$ cat config.mk
export PLATFORM = sky130hd
export DESIGN_NAME = mem_port_arbiter
export DESIGN_NICKNAME = d
export VERILOG_FILES = /design/src/rtl/mcu_bus_pkg.sv /design/src/rtl/arb_starve_pick.sv /design/src/rtl/mem_port_arbiter.sv
export SDC_FILE = /design/constraint.sdc
export NUM_CORES = 1
export LEC_CHECK = 0
export BUFFER_PORTS_ARGS = -buffer_cell sky130_fd_sc_hd__buf_2
export CORE_MARGIN = 10
export CORE_UTILIZATION = 50
export CTS_CLUSTER_DIAMETER = 150
export DETAILED_ROUTE_END_ITERATION = 10
export GPL_ROUTABILITY_DRIVEN = 1
export PLACE_DENSITY = 0.86
export RECOVER_POWER = 50
export SLEW_MARGIN = 20
export SYNTH_ARGS = -nofsm -noshare
export SYNTH_HDL_FRONTEND = slang
export SYNTH_SLANG_ARGS = --single-unit
$ cat constraint.sdc
create_clock -name clk -period 2.65 [get_ports clk]
set_input_delay 0.265 -clock clk [delete_from_list [all_inputs] [get_ports clk]]
set_output_delay 0.265 -clock clk [all_outputs]
set_load 0.02 [all_outputs]
$ cat src/rtl/mcu_bus_pkg.sv
// Shared constants for the memory-port arbiter: FSM encoding, default bus widths
// and port-select codes.
package mcu_bus_pkg;
    localparam int DEF_ADDR_W = 32;
    localparam int DEF_DATA_W = 32;

    localparam logic [1:0] IDLE   = 2'd0;
    localparam logic [1:0] BUSY_I = 2'd1;
    localparam logic [1:0] BUSY_D = 2'd2;

    localparam logic PORT_I = 1'b0;
    localparam logic PORT_D = 1'b1;
endpackage

$ cat src/rtl/arb_starve_pick.sv
// Two-requester grant picker: the data side wins ties until fetch has been passed
// over STARVE_MAX times in a row, then fetch is forced once.
module arb_starve_pick #(
    parameter int STARVE_MAX = 4
) (
    input  logic clk,
    input  logic reset,
    input  logic en,
    input  logic i_elig,
    input  logic d_elig,
    output logic grant_i,
    output logic grant_d
);
    logic [3:0] cnt;
    logic       sat;

    assign sat = (cnt == 4'(STARVE_MAX));

    always_comb begin
        grant_i = 1'b0;
        grant_d = 1'b0;
        if (en) begin
            if (i_elig && d_elig) begin
                grant_i = sat;
                grant_d = ~sat;
            end else begin
                grant_i = i_elig;
                grant_d = d_elig;
            end
        end
    end

    // Only decision cycles move the counter; it holds while a transaction is in flight.
    always_ff @(posedge clk) begin
        if (reset) begin
            cnt <= '0;
        end else if (en) begin
            if (grant_i || !i_elig)
                cnt <= '0;
            else if (grant_d && !sat)
                cnt <= cnt + 4'd1;
        end
    end
endmodule

$ cat src/rtl/mem_port_arbiter.sv
// Shares one variable-latency memory between the fetch and data ports, one
// transaction at a time, and produces the per-port stall requests.
//
// state  | meaning
// IDLE   | no transaction in flight; arbitration happens here
// BUSY_I | fetch transaction waiting for mem_ack
// BUSY_D | data transaction waiting for mem_ack
module mem_port_arbiter
    import mcu_bus_pkg::*;
#(
    parameter int ADDR_W     = DEF_ADDR_W,
    parameter int DATA_W     = DEF_DATA_W,
    parameter int STARVE_MAX = 4
) (
    input  logic              clk,
    input  logic              reset,
    input  logic              i_req,
    input  logic [ADDR_W-1:0] i_addr,
    output logic              i_ready,
    output logic [DATA_W-1:0] i_rdata,
    input  logic              d_req,
    input  logic              d_we,
    input  logic [ADDR_W-1:0] d_addr,
    input  logic [DATA_W-1:0] d_wdata,
    output logic              d_ready,
    output logic [DATA_W-1:0] d_rdata,
    output logic              mem_req,
    output logic              mem_we,
    output logic [ADDR_W-1:0] mem_addr,
    output logic [DATA_W-1:0] mem_wdata,
    input  logic              mem_ack,
    input  logic [DATA_W-1:0] mem_rdata,
    output logic              stall_if,
    output logic              stall_mem
);
    logic [1:0] state;
    logic       i_elig;
    logic       d_elig;
    logic       grant_i;
    logic       grant_d;

    // A port's own ready cycle must not re-grant the request it just completed.
    assign i_elig    = i_req & ~i_ready;
    assign d_elig    = d_req & ~d_ready;
    assign stall_if  = i_req & ~i_ready;
    assign stall_mem = d_req & ~d_ready;

    arb_starve_pick #(
        .STARVE_MAX(STARVE_MAX)
    ) u_pick (
        .clk    (clk),
        .reset  (reset),
        .en     (state == IDLE),
        .i_elig (i_elig),
        .d_elig (d_elig),
        .grant_i(grant_i),
        .grant_d(grant_d)
    );

    always_ff @(posedge clk) begin
        if (reset) begin
            state     <= IDLE;
            mem_req   <= 1'b0;
            mem_we    <= 1'b0;
            mem_addr  <= '0;
            mem_wdata <= '0;
            i_ready   <= 1'b0;
            d_ready   <= 1'b0;
            i_rdata   <= '0;
            d_rdata   <= '0;
        end else begin
            i_ready <= 1'b0;
            d_ready <= 1'b0;
            case (state)
                IDLE: begin
                    if (grant_i) begin
                        mem_req   <= 1'b1;
                        mem_we    <= 1'b0;
                        mem_addr  <= i_addr;
                        mem_wdata <= '0;
                        state     <= BUSY_I;
                    end else if (grant_d) begin
                        mem_req   <= 1'b1;
                        mem_we    <= d_we;
                        mem_addr  <= d_addr;
                        mem_wdata <= d_wdata;
                        state     <= BUSY_D;
                    end
                end
                BUSY_I: begin
                    if (mem_ack) begin
                        mem_req <= 1'b0;
                        mem_we  <= 1'b0;
                        i_ready <= 1'b1;
                        i_rdata <= mem_rdata;
                        state   <= IDLE;
                    end
                end
                BUSY_D: begin
                    if (mem_ack) begin
                        mem_req <= 1'b0;
                        mem_we  <= 1'b0;
                        d_ready <= 1'b1;
                        if (!mem_we)
                            d_rdata <= mem_rdata;
                        state   <= IDLE;
                    end
                end
                default: state <= IDLE;
            endcase
        end
    end
endmodule

# After elaboration in Yosys (flattened, before gate mapping)
# Index checks and enable logic that the tools add are counted.
# W data, S select, Z words.
totals:
  register_bits: 138
  elab_cells: 64
classes:
  n_addsub: 1
  n_eq_ne: 5
  muxes: 22
  bitwise_logic: 8
  n_reduce_logical: 18
ops:
  columns: ["op", "n"]
  rows:
  - ["$mux W32", 4]
  - ["$mux W1", 10]
  - ["$mux W4", 2]
  - ["$reduce_and A2 Y1", 4]
  - ["$mux W2", 3]
  - ["$not A1 Y1", 6]
  - ["$reduce_and A3 Y1", 2]
  - ["$reduce_bool A2 Y1", 3]
  - ["$reduce_or A2 Y1", 3]
  - ["$add A4 B1 Y4 const B", 1]
  - ["$eq A4 B3 Y1 const B", 1]
  - ["$pmux W1 S2", 2]
  - ["$pmux W2 S2", 1]
  - ["$ne A3 B3 Y1 const B", 1]
  - ["$and A1 B1 Y1", 2]
  - ["$eq A2 B1 Y1 const B", 1]
  - ["$eq A2 B2 Y1 const B", 1]
  - ["$logic_and A1 B1 Y1", 2]
  - ["$logic_not A1 Y1", 2]
  - ["$logic_not A2 Y1", 1]
  - ["$ne A2 B1 Y1 const B", 1]
  - ["$logic_or A1 B1 Y1", 1]

# Logic depth before layout (Yosys ltp)
# Gate-level depths: netlist of the first run.
depth:
  depth_word: 8
  mapped_depth: 8
  ltp_nobuf: 5

# By module
# Synthesis of the first run repeated with hierarchy kept, for this count alone.
hier_totals:
  hier_cells: 599
  area_unflattened_um2: 5251.3
modules_own_cells:
  columns: ["module", "instances", "cells_per_inst", "area_per_inst_um2"]
  rows:
  - ["mem_port_arbiter", 1, 568, 4981.0]
  - ["arb_starve_pick", 1, 31, 270.3]

# Worst setup path after synthesis of the first run
# No wires, ideal clock.
synth_path:
  kind: "flip-flop to flip-flop"
  startpoint: "reg i_ready"
  endpoint: "reg mem_wdata[10]"
  setup_ns: 0.117
  arrival_ns: 1.369
  slack_ns: 1.163
  stages_incl_launch_ff: 7
  n_path_buf: 2
  synth_period_minus_slack_ns: 1.487
  path_cell_list: "dfxtp_1 > nand2b_4 > buf_6 > inv_1 > o21ai_2 > buf_4 > a32o_1"
synth_via:
  elab_chain_cells: 7
  elab_cells_between_ends: 10
synth_lines:
  columns: ["item", "line", "rtl"]
  rows:
  - ["from (decl)", "mem_port_arbiter.sv:19", "output logic i_ready,"]
  - ["from (signal assigned)", "mem_port_arbiter.sv:67", "i_ready <= 1'b0;"]
  - ["from (signal assigned)", "mem_port_arbiter.sv:72", "i_ready <= 1'b0;"]
  - ["from (signal assigned)", "mem_port_arbiter.sv:94", "i_ready <= 1'b1;"]
  - ["$not A1 Y1 (*)", null, null]
  - ["$and A1 B1 Y1 (*)", null, null]
  - ["net stall_if", "mem_port_arbiter.sv:33", "output logic stall_if,"]
  - ["$logic_and A1 B1 Y1", "arb_starve_pick.sv:23", "if (i_elig && d_elig) begin"]
  - ["$mux W1", "arb_starve_pick.sv:23", null]
  - ["$mux W1", "arb_starve_pick.sv:22", "if (en) begin"]
  - ["$reduce_bool A2 Y1 (no source line)", null, null]
  - ["$reduce_and A2 Y1 (no source line)", null, null]
  - ["to (signal assigned)", "mem_port_arbiter.sv:86", "mem_wdata <= d_wdata;"]
  - ["to (decl)", "mem_port_arbiter.sv:30", "output logic [DATA_W-1:0] mem_wdata,"]
# Mark *: on every way through the listed nets, which the timed path passes. The rest lies on a longest branch.
# A chain may end at the register's enable or synchronous reset.

# Worst setup path in the final report of the first run
layout_path:
  startpoint: "reg u_pick.cnt[0]"
  endpoint: "reg mem_addr[11]"
layout_via:
  elab_chain_cells: 6
  elab_cells_between_ends: 9
layout_lines:
  columns: ["item", "line", "rtl"]
  rows:
  - ["from (decl)", "arb_starve_pick.sv:14", "logic [3:0] cnt;"]
  - ["from (signal assigned)", "arb_starve_pick.sv:41", "cnt <= cnt + 4'd1;"]
  - ["$eq A4 B3 Y1 (*)", "arb_starve_pick.sv:17", "assign sat = (cnt == 4'(STARVE_MAX));"]
  - ["$not A1 Y1", "arb_starve_pick.sv:25", "grant_d = ~sat;"]
  - ["$mux W1", "arb_starve_pick.sv:23", null]
  - ["$mux W1", "arb_starve_pick.sv:22", null]
  - ["$reduce_bool A2 Y1 (no source line)", null, null]
  - ["$reduce_and A2 Y1 (no source line)", null, null]
  - ["to (signal assigned)", "mem_port_arbiter.sv:79", "mem_addr <= i_addr;"]
  - ["to (signal assigned)", "mem_port_arbiter.sv:85", "mem_addr <= d_addr;"]
  - ["to (decl)", "mem_port_arbiter.sv:29", "output logic [ADDR_W-1:0] mem_addr,"]
# Every way passes the cells marked *; elsewhere a longest branch is shown, timed or not.

==> flow_summary.json, run 1 <==
{
  "crit_family": "compound AO/OA/AOI/OAI gates",
  "worstPathRequired_ns": 3.13,
  "whs_endpoint": "mem_addr[25]",
  "ir_drop_uv": 578,
  "slowest_stage": "o211ai_2",
  "path_clk_slew_ns": 0.06,
  "hold_class": "input port to register",
  "async_reset_ff_share_pct": 0,
  "violations": "capacitance limit, slew limit",
  "min-delay-start": "i_addr[25]",
  "antenna_found_initial": 3,
  "dr.pass1.iters": 5,
  "critical_path.max_fanout": 16,
  "power.leakage_nw": 3.37,
  "routed-via-count": 6381,
  "crit_type": "register to register",
  "rr_startpoint": "u_pick.cnt[0]",
  "p_clk_share_pct": 37.5,
  "finalSetupViolCount": 0,
  "grt_pass1_vias": 6332,
  "tightest_slew_ns": 1.59,
  "skew_ns": 0.00655,
  "clock-root-buffer": "clkbuf_8",
  "max_stage_delay_ns": 0.78,
  "crit_path_end_kind": "register",
  "hpwl_um": 12800,
  "switching_power_mw": 1.88,
  "cts_buffers": 17,
  "rr_worst_depth": 6,
  "rr_endpoint": "mem_addr[11]",
  "die_w_um": 125,
  "grt.total_usage_pct": 27.2,
  "swShare_pct": 31.1,
  "status": "finished, violations left",
  "first_iter_violations": 763,
  "post-route-util_pct": 77.8,
  "synth-edff-count": 0,
  "postSynthAreaPerCell_um2": 9.14,
  "hold_viol": 0,
  "grt_max_degree": 63,
  "synth-seq-cells": 138,
  "fillers": 755,
  "drc": 0,
  "reg2reg_slack_ns": 0.11,
  "clock_sinks": 138,
  "final_cell_area_um2": 8440,
  "cts_tree": "yes",
  "initial_core_util_pct": 51.2,
  "multi_input_area_um2": 2330,
  "power_frac_comb_pct": 23.0,
  "detailed_place.area_um2": 6830,
  "num_rows": 38,
  "max_freq_mhz": 393,
  "io_buffers": 267,
  "gp_congestion": 0.845,
  "die_area_um2": 15700,
  "synthesis.area_um2": 5560,
  "seq_area_frac_synth_pct": 49.7,
  "postRouteAntennaNets": 0,
  "hold-path-cell-count": 2,
  "syn-num-nets": 748,
  "cts_setup_buffers": 0,
  "drv_slew": 34,
  "overflow": 0,
  "start_kind": "register",
  "p_seq_share_pct": 39.5,
  "clkLatencyLatePin_ns": 0.53,
  "drive_above_1_share_pct": 22.2,
  "grt_pass1_wl_um": 35100,
  "cap_violations": 1,
  "routedWlPerCell_um": 20.4,
  "ys.flop_type": "dfxtp_1",
  "ys_warn_count": 0,
  "clockBufferDepth": 2,
  "final_cell_mix": "138 x dfxtp_1, 137 x nand2_1, 136 x buf_2",
  "p_int_mw": 4.17,
  "min_period_over_period_pct": 96.0,
  "cp_cell_sequence": "inv_1 -> ha_1 -> nand3b_4 -> o211ai_2 -> o221a_2 -> dlygate4sd3_1",
  "layout_min_cycle_time_ns": 2.54,
  "h-tree-depth": 4,
  "synth_cells": 608,
  "vias_per_cell": 5.67,
  "slew_headroom_pct": -6.21,
  "core_um2": 10800,
  "arrival_ns": 3.02,
  "ff_latch_area_um2": 2760,
  "die_h_um": 125,
  "power_density_nw_per_um2": 718,
  "final_common_cell": "dfxtp_1",
  "pin_count": 268,
  "syn2layout_area_growth_pct": 51.9,
  "fin_nets": 1109,
  "path_buf_inv": 2,
  "synth_cell_types": 40,
  "routed_wl_um": 22900
}
routing by layer:
layer | track usage (%) | part of all wire, %
met1 | 28.6 | 36
met2 | 46.7 | 50
met3 | 9.17 | 8.5
met4 | 15.7 | 5.5
met5 | 0 | 0
Yosys cell counts (2+ instances only):
cell type	instances	share of area [%]
a21oi_1	69	6.2
a311oi_1	34	5.4
a32o_1	32	5.8
and3b_1	2	0.32
buf_1	4	0.27
buf_2	19	1.7
buf_4	7	0.95
buf_6	8	1.6
clkbuf_1	17	1.1
dfxtp_1	138	50
ha_1	6	1.4
inv_1	41	2.8
nand2_1	137	9.3
nand3b_1	2	0.27
nand4_1	2	0.23
nand4b_1	2	0.32
nor2_1	33	2.2
o221a_1	2	0.41
o221a_2	30	6.1
o32ai_1	3	0.47
power by group through the flow:
| stage | sequential (mW) | combinational [mW] | clock (mW) |
|---|---|---|---|
| detailed placement | 2.41 | 1.17 | 0 |
| CTS | 2.37 | 1.37 | 2.28 |
| floorplan | 2.61 | 0.588 | 0 |
| global route | 2.41 | 1.49 | 2.37 |
| global placement | 2.40 | 1.15 | 0 |
| finish | 2.39 | 1.39 | 2.27 |
sequential cells by signal, indices dropped and copies added (netlist names):
signal      count
mem_we          1
state           2
d_ready         1
i_rdata        32
d_rdata        32
i_ready         1
mem_req         1
mem_wdata      32
u_pick.cnt      4
mem_addr       32
timing repair:
item                                    CTS  global route
hold endpoints to repair                126             0
hold buffers                            119             0
endpoints found under the setup margin    0            25
gates resized for setup                   0             2
logic make-up after synthesis:
logic type                 after synthesis  share of synthesized area (%)
and+or+nand+nor                        188                           14.2
adders and majority gates                6                           1.35
buffers and inverters                   97                           8.63
AOI/OAI and AO/OA                      179                           26.1
DFF                                    138                           49.7
metrics by stage:
| step | power [mW] | setup slack, ns | hold slack (ns) | setup TNS, ns | std cells |
|---|---|---|---|---|---|
| 5_1_grt | 6.26 | -0.0133 | 0.0157 | -0.0401 | 1125 |
| 3_3_place_gp | 3.55 | 0.706 | 0.438 | 0 | 970 |
| 3_5_place_dp | 3.58 | 0.581 | 0.443 | 0 | 970 |
| 4_1_cts | 6.02 | 0.0261 | 0.000749 | 0 | 1121 |
| 2_1_floorplan | 3.20 | 1.16 | 0.391 | 0 | 608 |
| 6_report | 6.05 | 0.106 | 0.0223 | 0 | 1125 |
area by class of cell:
| type | instances | share of cell area, % |
|---|---|---|
| Clock buffer | 19 | 5.12 |
| Tap cell | 140 | 2.08 |
| Timing Repair Buffer | 396 | 28.9 |
| Clock inverter | 13 | 1.50 |
| Sequential cell | 138 | 32.7 |
| Inverter | 42 | 1.93 |
| Antenna cell | 3 | 0.0890 |
| Multi-Input combinational cell | 374 | 27.6 |
worst max path at each step:
stage             startpoint             to  slack (ns)  cells after the start
6_report       u_pick.cnt[0]   mem_addr[11]        0.11                      6
5_1_grt        u_pick.cnt[0]    mem_addr[7]       -0.01                      6
4_1_cts             state[0]   mem_addr[22]        0.03                      7
3_5_place_dp        state[0]   mem_addr[22]        0.58                      6
3_3_place_gp         i_ready    mem_addr[4]        0.71                      3
2_1_floorplan        i_ready  mem_wdata[10]        1.16                      6
worst register-to-register path: stages, from the launching register on:
cell and delay (ns):
dfxtp_1 0.34, inv_1 0.11, ha_1 0.23, nand3b_4 0.18
o211ai_2 0.78, o221a_2 0.31, dlygate4sd3_1 0.54
Power figures use the tool's default switching activity.
==> run 2: changes to the inputs <==
Settings changed: SETUP_SLACK_MARGIN from default to 0.4.
==> flow_summary.json, run 2 (synthesized netlist as in run 1, its figures left out) <==
{
  "die_h_um": 125,
  "p_seq_share_pct": 40.1,
  "num_rows": 38,
  "hold_ws_ns": 0.0216,
  "grt_max_degree": 63,
  "tns_ns": 0,
  "drv_slew": 0,
  "switching_power_mw": 1.85,
  "final_common_cell": "dfxtp_1",
  "routed_wl_um": 22600,
  "cts_buffers": 17,
  "worstPathRequired_ns": 3.12,
  "grt_pass1_wl_um": 34800,
  "start_kind": "register",
  "layout_min_cycle_time_ns": 2.21,
  "cap_violations": 0,
  "drc": 0,
  "initial_core_util_pct": 51.2,
  "crit_start": "state[0]",
  "clockBufferDepth": 2,
  "final_cell_mix": "138 x dfxtp_1, 137 x nand2_1, 136 x buf_2",
  "io_buffers": 267,
  "hold_viol": 0,
  "syn2layout_area_growth_pct": 51.7,
  "routedWlPerCell_um": 20.1,
  "routed-via-count": 6387,
  "max_stage_delay_ns": 0.55,
  "dr.pass1.iters": 6,
  "antenna_found_initial": 6,
  "clkLatencyLatePin_ns": 0.53,
  "die_area_um2": 15700,
  "fin_nets": 1108,
  "rr_startpoint": "state[0]",
  "ir_drop_uv": 598,
  "pin_count": 268,
  "clock-root-buffer": "clkbuf_8",
  "min_period_over_period_pct": 83.4,
  "postRouteAntennaNets": 0,
  "cts_setup_buffers": 0,
  "slew_headroom_pct": 35.3,
  "swShare_pct": 31.0,
  "overflow": 0,
  "power.leakage_nw": 3.34,
  "grt.total_usage_pct": 27.1,
  "tightest_slew_ns": 0.965,
  "cp_cell_sequence": "inv_1 -> ha_1 -> buf_4 -> nor2_1 -> a311oi_1 -> o221a_2",
  "p_clk_share_pct": 37.8,
  "rsz0062_at_grt": "false",
  "hpwl_um": 12800,
  "critical_path.max_fanout": 29,
  "h-tree-depth": 4,
  "first_iter_violations": 929,
  "drive_above_1_share_pct": 22.1,
  "power_density_nw_per_um2": 708,
  "cts_tree": "yes",
  "max_freq_mhz": 452,
  "crit_path_end_kind": "register",
  "finalSetupViolCount": 0,
  "grt_pass1_vias": 6438,
  "power_frac_comb_pct": 22.2,
  "die_w_um": 125,
  "arrival_ns": 2.68,
  "vias_per_cell": 5.67,
  "hold_class": "input port to register",
  "skew_ns": 0.00735,
  "status": "finished, final reports clean",
  "clock_sinks": 138,
  "postLayoutSetupSlackWorst_ns": 0.439,
  "pre_cts_slack_ns": 0.581,
  "gp_congestion": 0.845,
  "min-delay-start": "d_addr[8]",
  "path_clk_slew_ns": 0.06,
  "p_int_mw": 4.12,
  "crit_type": "register to register",
  "core_um2": 10800,
  "slowest_stage": "ha_1"
}
## run 2: worst paths after layout
| path | slack, ns | depth (start not counted) | end |
|---|---|---|---|
| hold reg to reg | 0.45 | 2 | i_rdata[28] |
| setup reg to reg | 0.44 | 6 | mem_addr[26] |
| hold / removal | 0.02 | 2 | mem_addr[8] |
| setup / recovery | 0.44 | 6 | mem_addr[26] |
## run 2: repair_timing
item / 4_1_cts / 5_1_grt
hold buffers: 119 / 0
gates resized for setup: 0 / 1
setup endpoints to repair: 0 / 5
endpoints found under the hold margin: 126 / 0
## run 2: routing by layer
metal	GRT usage [%]	up-vias	part of all wire [%]
met5	0	-	0
met4	18.9	0	6.1
met3	9.93	104	8.5
met2	45.6	424	50
met1	27.4	2964	35
li1	-	2895	-
## run 2: power by group through the flow
stage / Sequential, mW / Clock, mW / Combinational [mW]
floorplan: 2.61 / 0 / 0.588
global placement: 2.40 / 0 / 1.15
detailed placement: 2.41 / 0 / 1.17
CTS: 2.37 / 2.28 / 1.32
global route: 2.41 / 2.36 / 1.41
finish: 2.39 / 2.25 / 1.32
## run 2: cell type report
cell class / instances / area (µm²)
Sequential cell: 138 / 2760
Timing Repair Buffer: 396 / 2440
Fill cell: 743 / 2410
Multi-Input combinational cell: 373 / 2310
Clock buffer: 19 / 432
Tap cell: 140 / 175
Inverter: 42 / 163
Clock inverter: 13 / 126
Antenna cell: 6 / 15.0
## run 2: metrics by stage
step                      cells  area, µm²  util, %  total power [mW]
after global placement      970       6830     63.0              3.55
after global routing       1127       8430     77.8              6.18
after detailed placement    970       6830     63.0              3.58
final                      1127       8430     77.8              5.96
after floorplan             608       5560        -              3.20
after CTS                  1121       8580     79.1              5.97
## run 2: worst max-delay path: cells and delay by family, from the launching register on
| family | cells | cell delay (ns) |
|---|---|---|
| adders and majority gates | 1 | 0.55 |
| AOI/OAI and AO/OA | 2 | 0.63 |
| buffers and inverters | 2 | 0.53 |
| DFF | 1 | 0.34 |
| and+or+nand+nor | 1 | 0.10 |
